==> config.mk <==
export PLATFORM = sky130hd
export DESIGN_NAME = axi_read_arbiter
export DESIGN_NICKNAME = d
export VERILOG_FILES = /design/src/rtl/axi_read_arbiter.sv
export SDC_FILE = /design/constraint.sdc
export NUM_CORES = 1
export LEC_CHECK = 0
export ABC_AREA = 1
export CAP_MARGIN = 40
export CELL_PAD_IN_SITES_DETAIL_PLACEMENT = 0
export CELL_PAD_IN_SITES_GLOBAL_PLACEMENT = 1
export CORE_MARGIN = 5
export CORE_UTILIZATION = 21
export DETAILED_ROUTE_END_ITERATION = 6
export GPL_TIMING_DRIVEN = 0
export HOLD_SLACK_MARGIN = 0.03
export PLACE_DENSITY_LB_ADDON = 0.1
export SLEW_MARGIN = 20
export SYNTH_ARGS = -nofsm -noshare
export SYNTH_HDL_FRONTEND = slang
export SYNTH_SLANG_ARGS = --single-unit
==> constraint.sdc <==
create_clock -name clk -period 2.87 [get_ports clk]
set_input_delay 0.4305 -clock clk [delete_from_list [all_inputs] [get_ports clk]]
set_output_delay 0.4305 -clock clk [all_outputs]
set_load 0.1 [all_outputs]
==> src/rtl/axi_read_arbiter.sv <==
// Two-master AXI-lite read arbiter with one outstanding read, round-robin or fixed priority,
// and a response watchdog that returns an error word and latches a sticky fault flag.
module axi_read_arbiter #(
    parameter bit          FIXED_PRIO = 1'b0,
    parameter logic [15:0] TIMEOUT    = 16'd1024,
    parameter logic [31:0] ERR_DATA   = 32'hDEAD_BEEF
) (
    input  logic        clk,
    input  logic        rst,
    input  logic [31:0] s0_araddr,
    input  logic        s0_arvalid,
    output logic        s0_arready,
    output logic [31:0] s0_rdata,
    output logic        s0_rvalid,
    input  logic        s0_rready,
    input  logic [31:0] s1_araddr,
    input  logic        s1_arvalid,
    output logic        s1_arready,
    output logic [31:0] s1_rdata,
    output logic        s1_rvalid,
    input  logic        s1_rready,
    output logic [31:0] m_araddr,
    output logic        m_arvalid,
    input  logic        m_arready,
    input  logic [31:0] m_rdata,
    input  logic        m_rvalid,
    output logic        m_rready,
    output logic        timeout_err
);

    typedef enum logic [2:0] {IDLE, ADDR, DATA, ERR, HALT} state_t;

    state_t      state_q;
    logic        grant_q;
    logic        last_q;
    logic [15:0] wdog_q;
    logic        terr_q;
    logic        grant_d;

    // A tie goes to s0 under fixed priority, otherwise to whoever was not served last.
    always_comb begin
        grant_d = s1_arvalid;
        if (s0_arvalid && s1_arvalid) begin
            grant_d = FIXED_PRIO ? 1'b0 : ~last_q;
        end
    end

    always_ff @(posedge clk) begin
        if (rst) begin
            state_q <= IDLE;
            grant_q <= 1'b0;
            last_q  <= 1'b1;
            wdog_q  <= 16'd0;
            terr_q  <= 1'b0;
        end else begin
            case (state_q)
                IDLE: begin
                    if (s0_arvalid || s1_arvalid) begin
                        grant_q <= grant_d;
                        state_q <= ADDR;
                    end
                end
                ADDR: begin
                    if (m_arready) begin
                        wdog_q  <= 16'd0;
                        state_q <= DATA;
                    end
                end
                DATA: begin
                    if (m_rvalid) begin
                        if (m_rready) begin
                            last_q  <= grant_q;
                            state_q <= IDLE;
                        end
                    end else if ((TIMEOUT != 16'd0) && (wdog_q == TIMEOUT - 16'd1)) begin
                        terr_q  <= 1'b1;
                        state_q <= ERR;
                    end else begin
                        wdog_q <= wdog_q + 16'd1;
                    end
                end
                ERR: begin
                    if (grant_q ? s1_rready : s0_rready) begin
                        state_q <= HALT;
                    end
                end
                HALT:    state_q <= HALT;
                default: state_q <= IDLE;
            endcase
        end
    end

    // Channel muxing is decoded from the state register; only the granted port ever sees traffic.
    always_comb begin
        s0_arready  = 1'b0;
        s0_rdata    = 32'd0;
        s0_rvalid   = 1'b0;
        s1_arready  = 1'b0;
        s1_rdata    = 32'd0;
        s1_rvalid   = 1'b0;
        m_araddr    = 32'd0;
        m_arvalid   = 1'b0;
        m_rready    = 1'b0;
        timeout_err = terr_q;
        case (state_q)
            ADDR: begin
                m_arvalid = 1'b1;
                if (grant_q) begin
                    m_araddr   = s1_araddr;
                    s1_arready = m_arready;
                end else begin
                    m_araddr   = s0_araddr;
                    s0_arready = m_arready;
                end
            end
            DATA: begin
                if (grant_q) begin
                    m_rready  = s1_rready;
                    s1_rvalid = m_rvalid;
                    s1_rdata  = m_rdata;
                end else begin
                    m_rready  = s0_rready;
                    s0_rvalid = m_rvalid;
                    s0_rdata  = m_rdata;
                end
            end
            ERR: begin
                if (grant_q) begin
                    s1_rvalid = 1'b1;
                    s1_rdata  = ERR_DATA;
                end else begin
                    s0_rvalid = 1'b1;
                    s0_rdata  = ERR_DATA;
                end
            end
            HALT:    m_rready = 1'b1;
            default: ;
        endcase
    end

endmodule

==> run summary <==
Mapped Nets: 567
fillers: 934
min Tclk post-route: 2.73 ns
reg2reg path depth: 8
vias in the first global route: 4229
library cells used by synthesis: 34
CP max stage delay: 0.62 ns
CP Capture Type: output pin
Inst Count DP: 914
post-DP HPWL: 12100 µm
largest net degree at the start of global routing: 14
fin. max-slew vios: 0
Buffers on Ports: 206
post-layout util: 61.3%
Worst Setup Start Kind: flop
grt met3 use: 4.20%
FF-to-FF End: wdog_q[2]$_SDFFE_PP0P_
status: finished, final reports clean
vias per cell: 4.52
synthesized flop and latch total: 22
max cap viols: 0
Die W: 118 µm
switching power: 3.22 mW
GPL Wtd Cong: 0.779
Clock power frac: 7.1%
Hold EP: timeout_err$_SDFFE_PP0P_
Worst Tran Pin Value: 0.576 ns
# clock sinks: 22
Reg-to-Reg Start: state_q[1]$_SDFFE_PP0P_
final setup skew: 0.00290 ns
met2 usage: 36.4%
gr busiest metal: met2
# hold bufs at CTS: 0
first-pass GRT wire length: 22300 µm
routed len/inst: 15.3 µm
HP Class: reg -> reg
Setup Viol. Count Final: 0
min-delay src: timeout_err$_SDFFE_PP0P_
setup slack, reg-to-reg: 1.09 ns
Comb power frac: 86.5%
Final ANT Viol Nets: 0
Worst EP arrival: 2.30 ns
worst-path fanout max: 10
required time of the critical path: 2.44 ns
Max Clk Rate: 366 MHz
Area growth syn-to-layout: 186%
1st-iter DRT viols: 197
num ports: 207
synth warn: 0
total track usage: 19.2%
clock root cell: clkbuf_16
Die ar.: 14000 µm²
worst hold stages: 1
site row count: 39
number of buffers created by CTS: 3
gr ovfl total: 0
initial antenna violation count: 0
pwr/cell area: 802 nW/µm²
number of H-tree levels: 1
Crit path max-delay family: buffers and inverters
RSZ-0062 raised after global routing: true
critical path class: reg -> out
Internal: 2.42 mW
Clock Tree Buf Depth: 2
Core ar.: 11500 µm²
Slew HR: 61.6%
DRC Markers: 0
Switching Fraction: 57.0%
Final Non-Filler Cells: 917
sequential share of power: 6.3%
Starting Density: 21.5%
routing usage on met1: 21.6%
Worst Path Buf+Inv: 5
later-pin clock latency in the skew report: 0.26 ns
nets: 880
Gate Count Post-Synth: 462
mapped cell area: 2460 µm²
final wirelength: 14000 µm
chip height: 118 µm
sequential fraction of the synthesis area: 17.9%
share of cells above drive strength 1: 22.9%
Final period util: 95.1%
worst vdd ir: 0.595 mV
Leak: 2.91 nW
TritonRoute pass-1 iters: 4
CP Cell Sequence: inv_2, nor3_4, inv_1, buf_6, o21ai_2, clkdlybuf4s50_1, buf_16
Setup Buffers After CTS: 0
diode count: 0
via count: 4147
clock slew at reported path FFs: 0.07 ns
synthesized area per cell: 5.33 µm²
slowest CP cell: clkdlybuf4s50_1
final hold vios: 0
CTS tree: yes
[cell type report]
cell class	instances	area (µm²)	area share, %
clock buffers	3	75.1	1.07
multi-input cells	340	1710	24.3
repair buffers	308	4160	59.2
well taps	143	179	2.55
inverters	69	260	3.70
flip-flops and latches	22	442	6.28
clock inverters	1	30.0	0.427
plain buffers	31	175	2.49
[routing by layer]
metal | routed length [µm] | share of wire (%)
met5 | 0 | 0
met1 | 5460 | 39
met4 | 342 | 2.4
met3 | 848 | 6.0
met2 | 7370 | 53
[flip-flops by register name (all words and copies together) (netlist names)]
| signal | cells |
|---|---|
| wdog_q | 16 |
| state_q | 3 |
| grant_q | 1 |
| last_q | 1 |
| timeout_err | 1 |
[per-stage QoR]
step	setup WS (ns)	hold WS (ns)	total power, mW	setup TNS [ns]	cell area, µm²
after global routing	-0.0388	0.517	5.86	-0.0490	7030
after global placement	-0.296	0.450	4.02	-9.54	4790
final	0.140	0.476	5.64	0	7030
after CTS	0.0129	0.484	5.67	0	7000
after detailed placement	-0.00845	0.468	5.25	-0.00845	6900
after floorplan	-0.531	0.442	3.10	-4.01	2550
[logic make-up (layout without fill, tap and decap cells)]
kind of cell | Yosys count | in the layout | synth area share (%)
and+or+nand+nor | 232 | 232 | 42.0
AOI/OAI and AO/OA | 106 | 106 | 22.5
xor gates and xnor gates | 1 | 1 | 0.356
adders and majority gates | 1 | 1 | 0.508
buffers and inverters | 100 | 412 | 16.7
DFF | 22 | 22 | 17.9
[how the worst max path moves through the flow]
stage                                  from           end  slack, ns  cells past startpoint
floorplan              grant_q$_SDFFE_PP0P_  s0_rdata[17]      -0.53                      5
global placement       grant_q$_SDFFE_PP0P_  s0_rdata[23]      -0.30                      6
detailed placement     grant_q$_SDFFE_PP0P_  s0_rdata[28]     -0.008                      7
CTS                 state_q[0]$_SDFFE_PP0P_   s1_rdata[0]       0.01                      7
global route        state_q[1]$_SDFFE_PP0P_      m_rready      -0.04                      7
finish              state_q[1]$_SDFFE_PP0P_      m_rready       0.14                      7
[cells in the final DEF (no fill, tap or decap), types with 2 or more instances in the layout]
| cell type | n |
|---|---|
| a21oi_1 | 84 |
| a21oi_2 | 12 |
| buf_16 | 45 |
| buf_2 | 9 |
| buf_4 | 2 |
| buf_6 | 2 |
| buf_8 | 59 |
| clkbuf_1 | 6 |
| clkbuf_16 | 3 |
| clkbuf_2 | 11 |
| clkdlybuf4s50_1 | 205 |
| dfxtp_1 | 21 |
| inv_1 | 62 |
| inv_2 | 5 |
| nand2_1 | 126 |
| nand2_2 | 4 |
| nand2_4 | 2 |
| nand3_1 | 26 |
| nand3_2 | 3 |
| nand3b_1 | 3 |
| nand4_1 | 9 |
| nor2_1 | 34 |
| nor2_4 | 2 |
| nor3_1 | 9 |
| nor3_2 | 11 |
| o21ai_0 | 4 |
| o21ai_2 | 2 |
[power groups by stage]
stage / combinational (mW) / clock, mW / sequential (mW)
2_1_floorplan: 2.74 / 0 / 0.357
3_3_place_gp: 3.66 / 0 / 0.361
3_5_place_dp: 4.89 / 0 / 0.362
4_1_cts: 4.90 / 0.412 / 0.355
5_1_grt: 5.07 / 0.420 / 0.361
6_report: 4.88 / 0.401 / 0.358
[cell usage after synthesis, drive strengths merged]
| cell type | count | area, µm² |
|---|---|---|
| nand4 | 9 | 56.3 |
| buf | 10 | 73.8 |
| nor2 | 37 | 156 |
| clkinv | 2 | 7.51 |
| xor2 | 1 | 8.76 |
| a211oi | 1 | 7.51 |
| o21ai | 7 | 42.5 |
| nand3 | 29 | 150 |
| o21a | 1 | 7.51 |
| ha | 1 | 12.5 |
| clkbuf | 21 | 78.8 |
| inv | 67 | 251 |
| o21bai | 1 | 7.51 |
| nor3 | 21 | 121 |
| nor3b | 1 | 7.51 |
| a21oi | 96 | 488 |
| nand3b | 3 | 22.5 |
| dfxtp | 22 | 440 |
| nand2 | 132 | 520 |
[timing repair]
action,4_1_cts,5_1_grt
pin swaps,0,0
hold endpoints to repair,0,0
endpoints found under the setup margin,40,74
resized for setup,6,31
No activity file was read; power rests on OpenSTA's default activity.
